**config.mk**
```make
export PLATFORM = sky130hd
export DESIGN_NAME = sp_ram_arb
export DESIGN_NICKNAME = d
export VERILOG_FILES = /design/src/rtl/sp_ram_arb.sv
export SDC_FILE = /design/constraint.sdc
export NUM_CORES = 1
export LEC_CHECK = 0
export CAP_MARGIN = 25
export CORE_MARGIN = 2
export CORE_UTILIZATION = 47
export CTS_BUF_LIST = sky130_fd_sc_hd__clkbuf_8 sky130_fd_sc_hd__clkbuf_16
export DETAILED_ROUTE_END_ITERATION = 16
export HOLD_SLACK_MARGIN = 0.08
export PLACE_DENSITY_LB_ADDON = 0.15
export SETUP_SLACK_MARGIN = 0.4
export SLEW_MARGIN = 15
export SYNTH_ARGS = -nofsm -noshare
export SYNTH_HDL_FRONTEND = slang
export SYNTH_SLANG_ARGS = --single-unit
export TNS_END_PERCENT = 20
```
**constraint.sdc**
```tcl
create_clock -name clk -period 4.3 [get_ports clk]
set_input_delay 0.43 -clock clk [delete_from_list [all_inputs] [get_ports clk]]
set_output_delay 0.43 -clock clk [all_outputs]
set_load 0.005 [all_outputs]
```
**src/rtl/sp_ram_arb.sv**
```systemverilog
// sp_ram_arb
//   Round-robin arbiter sharing one single-port RAM between NUM_REQ requesters,
//   with a bounded burst lock (MAX_BURST consecutive grants while others wait).
//   The winning command is registered onto the RAM pins. Read data returns to the
//   issuing requester two cycles after acceptance.
// Ports
//   clk, rst          : clock, synchronous active-high reset
//   req_valid/ready   : per-requester handshake (ready is a one-hot grant)
//   req_we            : per-requester write enable (1 = write, 0 = read)
//   req_addr/wdata    : flattened per-requester address / write data
//   rsp_valid         : one-hot read-response strobe
//   rsp_data          : read data (pass-through of ram_dout)
//   grant_id          : index of the current/last owner (registered)
//   ram_wr_en/rd_en   : RAM write / read enables
//   ram_addr/din      : RAM address / write data
//   ram_dout          : RAM registered read data
module sp_ram_arb #(
  parameter int RAM_WIDTH  = 8,
  parameter int ADDR_WIDTH = 4,
  parameter int NUM_REQ    = 4,
  parameter int MAX_BURST  = 4
) (
  input  logic                            clk,
  input  logic                            rst,
  input  logic [NUM_REQ-1:0]              req_valid,
  output logic [NUM_REQ-1:0]              req_ready,
  input  logic [NUM_REQ-1:0]              req_we,
  input  logic [NUM_REQ*ADDR_WIDTH-1:0]   req_addr,
  input  logic [NUM_REQ*RAM_WIDTH-1:0]    req_wdata,
  output logic [NUM_REQ-1:0]              rsp_valid,
  output logic [RAM_WIDTH-1:0]            rsp_data,
  output logic [$clog2(NUM_REQ)-1:0]      grant_id,
  output logic                            ram_wr_en,
  output logic                            ram_rd_en,
  output logic [ADDR_WIDTH-1:0]           ram_addr,
  output logic [RAM_WIDTH-1:0]            ram_din,
  input  logic [RAM_WIDTH-1:0]            ram_dout
);

  localparam int ID_W = $clog2(NUM_REQ);
  localparam logic [3:0] MAX_CNT = 4'(MAX_BURST);

  typedef enum logic {ST_IDLE, ST_OWN} state_e;

  state_e                 state_q, state_d;
  // Current owner while in ST_OWN, last owner while in ST_IDLE.
  logic [ID_W-1:0]        owner_q, owner_d;
  logic [3:0]             burst_cnt_q, burst_cnt_d;
  logic [ID_W-1:0]        grant_id_q, grant_id_d;
  logic                   ram_wr_en_q, ram_wr_en_d;
  logic                   ram_rd_en_q, ram_rd_en_d;
  logic [ADDR_WIDTH-1:0]  ram_addr_q, ram_addr_d;
  logic [RAM_WIDTH-1:0]   ram_din_q, ram_din_d;
  // Response pipeline: stage 1 tracks the command on the RAM pins,
  // stage 2 is the one-hot response strobe itself.
  logic                   s1_rd_q, s1_rd_d;
  logic [ID_W-1:0]        s1_id_q, s1_id_d;
  logic [NUM_REQ-1:0]     rsp_valid_q, rsp_valid_d;

  logic                   win_vld;
  logic [ID_W-1:0]        win_id;
  logic                   accept;

  // Winner selection. Candidates are scanned from owner+1 around to the owner
  // itself, so the owner is the lowest-priority candidate. That single scan
  // covers both the IDLE search from last+1 and the OWN cases "switch to a
  // waiting competitor" and "saturated owner keeps the grant when alone".
  always_comb begin
    int unsigned idx;
    logic [ID_W-1:0] cand;
    win_vld = 1'b0;
    win_id  = '0;
    idx     = 0;
    cand    = '0;
    if (state_q == ST_OWN && req_valid[owner_q] && burst_cnt_q < MAX_CNT) begin
      win_vld = 1'b1;
      win_id  = owner_q;
    end else begin
      for (int unsigned k = 1; k <= NUM_REQ; k++) begin
        idx  = (32'(owner_q) + k) % NUM_REQ;
        cand = ID_W'(idx);
        if (!win_vld && req_valid[cand]) begin
          win_vld = 1'b1;
          win_id  = cand;
        end
      end
    end
  end

  assign accept    = win_vld & ~rst;
  assign req_ready = accept ? (NUM_REQ'(1) << win_id) : '0;

  always_comb begin
    state_d     = state_q;
    owner_d     = owner_q;
    burst_cnt_d = burst_cnt_q;
    grant_id_d  = grant_id_q;
    ram_addr_d  = ram_addr_q;
    ram_din_d   = ram_din_q;
    ram_wr_en_d = accept & req_we[win_id];
    ram_rd_en_d = accept & ~req_we[win_id];
    s1_rd_d     = accept & ~req_we[win_id];
    s1_id_d     = win_id;
    rsp_valid_d = s1_rd_q ? (NUM_REQ'(1) << s1_id_q) : '0;
    if (accept) begin
      state_d    = ST_OWN;
      owner_d    = win_id;
      grant_id_d = win_id;
      ram_addr_d = req_addr[win_id*ADDR_WIDTH +: ADDR_WIDTH];
      ram_din_d  = req_wdata[win_id*RAM_WIDTH +: RAM_WIDTH];
      if (state_q == ST_OWN && win_id == owner_q) begin
        burst_cnt_d = (burst_cnt_q < MAX_CNT) ? burst_cnt_q + 4'd1 : MAX_CNT;
      end else begin
        burst_cnt_d = 4'd1;
      end
    end else begin
      state_d     = ST_IDLE;
      burst_cnt_d = '0;
    end
  end

  always_ff @(posedge clk) begin
    if (rst) begin
      state_q     <= ST_IDLE;
      owner_q     <= ID_W'(NUM_REQ - 1);
      burst_cnt_q <= '0;
      grant_id_q  <= '0;
      ram_wr_en_q <= 1'b0;
      ram_rd_en_q <= 1'b0;
      ram_addr_q  <= '0;
      ram_din_q   <= '0;
      s1_rd_q     <= 1'b0;
      s1_id_q     <= '0;
      rsp_valid_q <= '0;
    end else begin
      state_q     <= state_d;
      owner_q     <= owner_d;
      burst_cnt_q <= burst_cnt_d;
      grant_id_q  <= grant_id_d;
      ram_wr_en_q <= ram_wr_en_d;
      ram_rd_en_q <= ram_rd_en_d;
      ram_addr_q  <= ram_addr_d;
      ram_din_q   <= ram_din_d;
      s1_rd_q     <= s1_rd_d;
      s1_id_q     <= s1_id_d;
      rsp_valid_q <= rsp_valid_d;
    end
  end

  // Responses due in the reset cycle itself belong to discarded reads.
  assign rsp_valid = rst ? '0 : rsp_valid_q;
  assign rsp_data  = ram_dout;
  assign grant_id  = grant_id_q;
  assign ram_wr_en = ram_wr_en_q;
  assign ram_rd_en = ram_rd_en_q;
  assign ram_addr  = ram_addr_q;
  assign ram_din   = ram_din_q;

endmodule

```
Word level (Yosys, flattened, before mapping). Cells that the tools add are included.

Output and inout bits: 32. Word-level logic and storage cells: 81. Flip-flop bits (word level): 29.

Equality and inequality tests: 1. Shift-type cells: 4. Add/subtract/negate cells: 5. Reduce and logical (&&, ||, !) cells: 13. Multiplexer cells: 30. $lt $le $gt $ge: 7. Bitwise gates (word level): 9.

Operator list (number): 32-bit by 6-bit variable part select with 8-bit output (1); 2-bit by 3-bit < comparator with 1-bit output (second input constant) (6); 1-bit 2-to-1 mux (16); 16-bit by 5-bit variable part select with 4-bit output (1); 1-bit binary-select mux with 2-bit select (6); 2-bit 2-to-1 mux (5); 4-bit 2-to-1 mux (2); 1-bit by 2-bit << shifter with 4-bit output (first input constant) (2); 1-bit logical AND (6); 1-bit NOT (6); 2-bit by 1-bit adder with 2-bit output (second input constant) (2); 2-bit adder (second input constant) (2); 4-bit by 1-bit adder with 4-bit output (second input constant) (1); 4-bit by 3-bit < comparator with 1-bit output (second input constant) (1); 2-bit OR reduction (2); 4-bit OR reduction (1); 1-bit bitwise AND (3); 1-bit logical NOT (3); 3-bit 2-to-1 mux (1); 3-bit OR reduction (1); 2-bit equality test (1).

Depth between registers and ports, before layout.
Depth in word-level cells: 21. Gate-level depth with buffers: 10.

Least setup slack after synthesis. No wires, ideal clock.

Kind: input to register. Start point: in req_valid[0]. End point: reg ram_addr_q[3], in the netlist ram_addr[3]. Setup time: 0.122 ns. Arrival time: 2.336 ns. Cell stages on the path: 9. Buffers on the path: 2. Path slack: 1.842 ns. Path through: buf_2 nor2_2 nor4_1 a2111oi_4 a21oi_4 a31oi_2 buf_6 mux2_4 a221o_1.

Longest elaborated chain between the ends: 17. Elaborated cells between the ends (all ways): 33. Those cells by class: shift: 1; mux: 23; bitwise: 1; reduce/logical: 8.

RTL lines: start: declaration (line 25) `input logic [NUM_REQ-1:0] req_valid,`; 1-bit binary-select mux with 2-bit select (line 82) `if (!win_vld && req_valid[cand]) begin`; 1-bit 2-to-1 mux (implied by the code) (line 82); 1-bit 2-to-1 mux (line 82); 1-bit 2-to-1 mux (line 75) `if (state_q == ST_OWN && req_valid[owner_q] && burst_cnt_q < MAX_CNT) begin`; 1-bit logical NOT (line 82); 1-bit logical AND (line 82); 1-bit 2-to-1 mux (line 82); 1-bit 2-to-1 mux (line 75); 1-bit logical NOT (line 82); 1-bit logical AND (line 82); 1-bit 2-to-1 mux (line 82); 1-bit 2-to-1 mux (line 75); 1-bit logical NOT (line 82); 1-bit logical AND (line 82); 2-bit 2-to-1 mux / 1-bit 2-to-1 mux (equally long branches) (line 82); 2-bit 2-to-1 mux / 1-bit 2-to-1 mux (equally long branches) (line 75); 16-bit by 5-bit variable part select with 4-bit output / 1-bit bitwise AND (equally long branches) (line 109, 90); end signal: assignment (line 142) `ram_addr_q <= ram_addr_d;`; end: declaration (line 52) `logic [ADDR_WIDTH-1:0] ram_addr_q, ram_addr_d;`.

Parallel ways exist; a longest one is shown, timed or not. The select of a mux whose other input is x is not followed. A chain may end at the register's enable or synchronous reset.

Worst setup path after layout.
Start point: reg owner_q[0]. End point: out req_ready[1].

Longest elaborated chain between the ends: 19. Elaborated cells between the ends (all ways): 38. Those cells by class: add/sub: 4; shift: 1; mux: 24; bitwise: 1; reduce/logical: 8.

RTL lines: start: declaration (line 47) `logic [ID_W-1:0] owner_q, owner_d;`; start signal: assignment (line 125) `owner_q <= ID_W'(NUM_REQ - 1);`; start signal: assignment (line 137) `owner_q <= owner_d;`; 2-bit by 1-bit adder with 2-bit output (line 80) `idx = (32'(owner_q) + k) % NUM_REQ;`; 1-bit binary-select mux with 2-bit select (line 82); 1-bit 2-to-1 mux (implied by the code) (line 82); 1-bit 2-to-1 mux (line 82); 1-bit 2-to-1 mux (line 75); 1-bit logical NOT (line 82); 1-bit logical AND (line 82); 1-bit 2-to-1 mux (line 82); [... 3 more ...]; 1-bit 2-to-1 mux (line 82); 1-bit 2-to-1 mux (line 75); 1-bit logical NOT (line 82); 1-bit logical AND (line 82); 2-bit 2-to-1 mux / 1-bit 2-to-1 mux (equally long branches) (line 82); 2-bit 2-to-1 mux / 1-bit 2-to-1 mux (equally long branches) (line 75); 1-bit by 2-bit << shifter with 4-bit output / 1-bit bitwise AND (equally long branches) (line 91, 90); 4-bit 2-to-1 mux (*) (line 91) `assign req_ready = accept ? (NUM_REQ'(1) << win_id) : '0;`; end: declaration (line 26) `output logic [NUM_REQ-1:0] req_ready,`.

Every way passes the cells marked *; elsewhere a longest branch is shown, timed or not. The select of a mux whose other input is x is not followed.

==> reports/qor.yml <==
status: "finished, final reports clean"
yosys_most_used_dff: "dfxtp_1"
grt-ovfl-total: 0
vias: 2352
cts-hold-fix-buffers: 0
critPathMaxFanout: 26
drt_first_pass_iters: 4
worst_slew_pin_slew_ns: 0.9011
hold_ws_ns: 0.4559
sw_frac_of_total: 0.3612
wl_per_cell_um: 15.89
synth_edf_count: 0
combPwrFrac: 0.506
clk_pin_slew_ns: 0.07
hold_start: "s1_id_q[0]"
nFillCells: 417
min_to: "rsp_valid_q[1]"
cpPeakStageDelay_ns: 0.68
synth-seq-cells: 29
antenna_found_initial: 0
power_w: 0.001426
htree_levels: 2
die_area_mm2: 0.005555
syn_inst: 270
clockRootBuffer: "clkbuf_8"
leakage_nw: 1.205
cts_sinks: 29
crit_family: "simple AND/OR/NAND/NOR gates"
cts_resized: 0
ys_types: 56
hp-class: "register to register"
reg2reg_slack_ns: 1.04
clk_latency_ns: 0.28
grt_pass1_vias: 2100
drt_iter0_drc: 155
cell_internal_pwr_w: 0.0009108
cpMaxStageDelayCell: "dfxtp_2"
postCtsSetupBuffers: 0
finish.utilization: 0.6697
crit_type: "register to primary output"
cap_violations: 0
worst-path-buf-inv: 1
reg2reg_depth: 9
core-area_mm2: 0.004755
pwr_density_cell_mw_per_mm2: 447.7
final.setup_skew_ns: 0.004307
synth_nets: 337
fin_crit_sh: 0.8441
rsz0062_at_grt: "false"
clkPwrFrac: 0.214
hold_depth: 2
arrival_ns: 3.20
ant_nets: 0
drive_above_1_share: 0.1054
setup_viol: 0
cts_buffers: 5
synthArstFlopShare: 0
slew_headroom: 0.3980
tritoncts: "built"
rows: 25
antennaDiodeCount: 0
yosys_warnings: 0
die_y_um: 74.54
port-buffer-count: 81
nets: 398
syn_area_mm2: 0.002338
die_w_um: 74.54
cts_buffer_depth: 2
path_cells: "mux2_2, o21ai_2, or2_1, a31oi_2, nor3b_1, clkdlybuf4s50_1"
critPathLaunchType: "register"
p_sw_w: 0.0005149
maxSlewViolCount: 0
routed_wl_mm: 6.341
fmax_ghz: 0.2755
syn_area_per_cell_um2: 8.661
drc: 0
finalHoldViolations: 0
grt_start_max_net_pins: 34
grt_util_all_layers: 0.2303
finalSetupTns_ns: 0
min_period_ns: 3.630
grt_pass1_wl_mm: 10.01
rr_endpoint: "ram_addr[0]"
area_growth_pct: 36.17
ys_seq_area_frac: 0.2483
hpwl_mm: 4.529
power_frac_seq: 0.280
irDropWorstVdd_v: 0.0002348
cp-end-kind: "primary output"
ios: 98
gp_congestion: 0.7734
r2r-start: "owner_q[0]"
detail_route.vias_per_cell: 5.895
worstPathRequired_ns: 3.87
initial_utilization: 0.4918
==> layout make-up <==
cell class,instances,area (µm²),area share
Clock buffer,6,82.58,0.02593
Inverter,3,13.76,0.004322
Tap cell,67,83.83,0.02633
Sequential cell,29,581.8,0.1827
Timing Repair Buffer,88,863.3,0.2711
Clock inverter,2,37.54,0.01179
Multi-Input combinational cell,204,1521,0.4778
==> synth_stat cells, types with 2 or more instances <==
library cell / n / area, µm²
o21ai_0: 5 / 25.02
nor3_1: 4 / 20.02
a22o_1: 2 / 17.52
nor3b_1: 3 / 22.52
o221ai_1: 21 / 183.9
mux2_4: 4 / 60.06
nand3_1: 2 / 10.01
nand3b_1: 7 / 52.55
buf_6: 6 / 67.56
o211ai_1: 5 / 37.54
a221o_1: 12 / 120.1
a211o_1: 5 / 43.79
nand2_1: 9 / 33.78
nor2b_1: 6 / 37.54
a2111oi_4: 2 / 55.05
buf_4: 10 / 75.07
mux2_2: 4 / 45.04
dfxtp_1: 29 / 580.6
buf_2: 9 / 45.04
a21oi_1: 5 / 25.02
nor2_1: 36 / 135.1
nand2_2: 2 / 12.51
a221oi_1: 7 / 61.31
mux2i_1: 16 / 160.2
and2_1: 6 / 37.54
clkbuf_1: 7 / 26.28
a211oi_1: 13 / 97.59
o22ai_1: 2 / 12.51
nand2b_1: 3 / 18.77
nor4_1: 2 / 12.51
==> registers in the layout, indices dropped and copies added (netlist names) <==
signal / count
burst_cnt_q: 4
grant_id: 2
owner_q: 2
ram_addr: 4
ram_din: 8
ram_wr_en: 1
rsp_valid_q: 4
s1_id_q: 2
s1_rd_q: 1
state_q: 1
==> metrics by stage <==
step	area, µm²	setup WS [ns]	instances
after floorplan	2338	1.842	270
after global routing	3184	0.4481	399
after detailed placement	3064	0.7106	391
after CTS	3184	0.6573	399
after global placement	3064	0.7747	391
final	3184	0.6704	399
==> kinds of logic after synthesis <==
kind of cell,Yosys count,synth area share
and+or+nand+nor,88,0.1953
AOI/OAI and AO/OA,90,0.3349
other,1,0.001604
DFF,29,0.2483
adders and majority gates,1,0.005350
muxes,24,0.1134
buffers and inverters,37,0.1011
==> power by group through the flow <==
stage	logic [W]	clock network, W	registers, W
after floorplan	0.000508	0	0.000377
after global placement	0.000710	0	0.000402
after detailed placement	0.000720	0	0.000405
after CTS	0.000724	0.000308	0.000399
after global routing	0.000792	0.000321	0.000409
final	0.000722	0.000305	0.000399
==> cells in the final DEF (no fill, tap or decap), types with 3 or more instances in the layout <==
master           instances
o211ai_1                 5
mux2_2                   4
nand3b_1                 7
clkdlybuf4s50_1         81
nor2b_1                  6
a211o_1                  5
a21oi_1                  5
o21ai_0                  5
nor3b_1                  3
clkbuf_8                 6
mux2_4                   4
nand2_1                  9
o221ai_1                21
nor2_1                  36
buf_4                    7
nand2b_1                 3
dfxtp_1                 28
a221o_1                 12
a211oi_1                13
a221oi_1                 7
nor3_1                   4
mux2i_1                 16
and2_1                   6
==> per-layer routing <==
| metal | GRT usage | up-vias | share of wire |
|---|---|---|---|
| met4 | 0.07738 | 0 | 0.014 |
| li1 | - | 1169 | - |
| met1 | 0.3174 | 1089 | 0.45 |
| met3 | 0.04201 | 10 | 0.068 |
| met2 | 0.3628 | 84 | 0.47 |
| met5 | 0 | - | 0 |
==> worst max-delay path by stage <==
| stage | end | startpoint | cells past startpoint | slack, ns |
|---|---|---|---|---|
| finish | req_ready[1] | owner_q[0] | 6 | 0.67 |
| global placement | req_ready[1] | req_valid[1] | 7 | 0.77 |
| floorplan | ram_addr[3] | req_valid[0] | 9 | 1.84 |
| CTS | req_ready[1] | owner_q[0] | 6 | 0.66 |
| detailed placement | req_ready[1] | req_valid[1] | 7 | 0.71 |
| global route | req_ready[1] | owner_q[0] | 7 | 0.45 |
==> tightest hold or removal path, stage by stage (launching register included) <==
cell and delay, ns:
dfxtp_1 0.33, nand2_1 0.06, nor2_1 0.03
No activity file was read; power rests on OpenSTA's default activity.
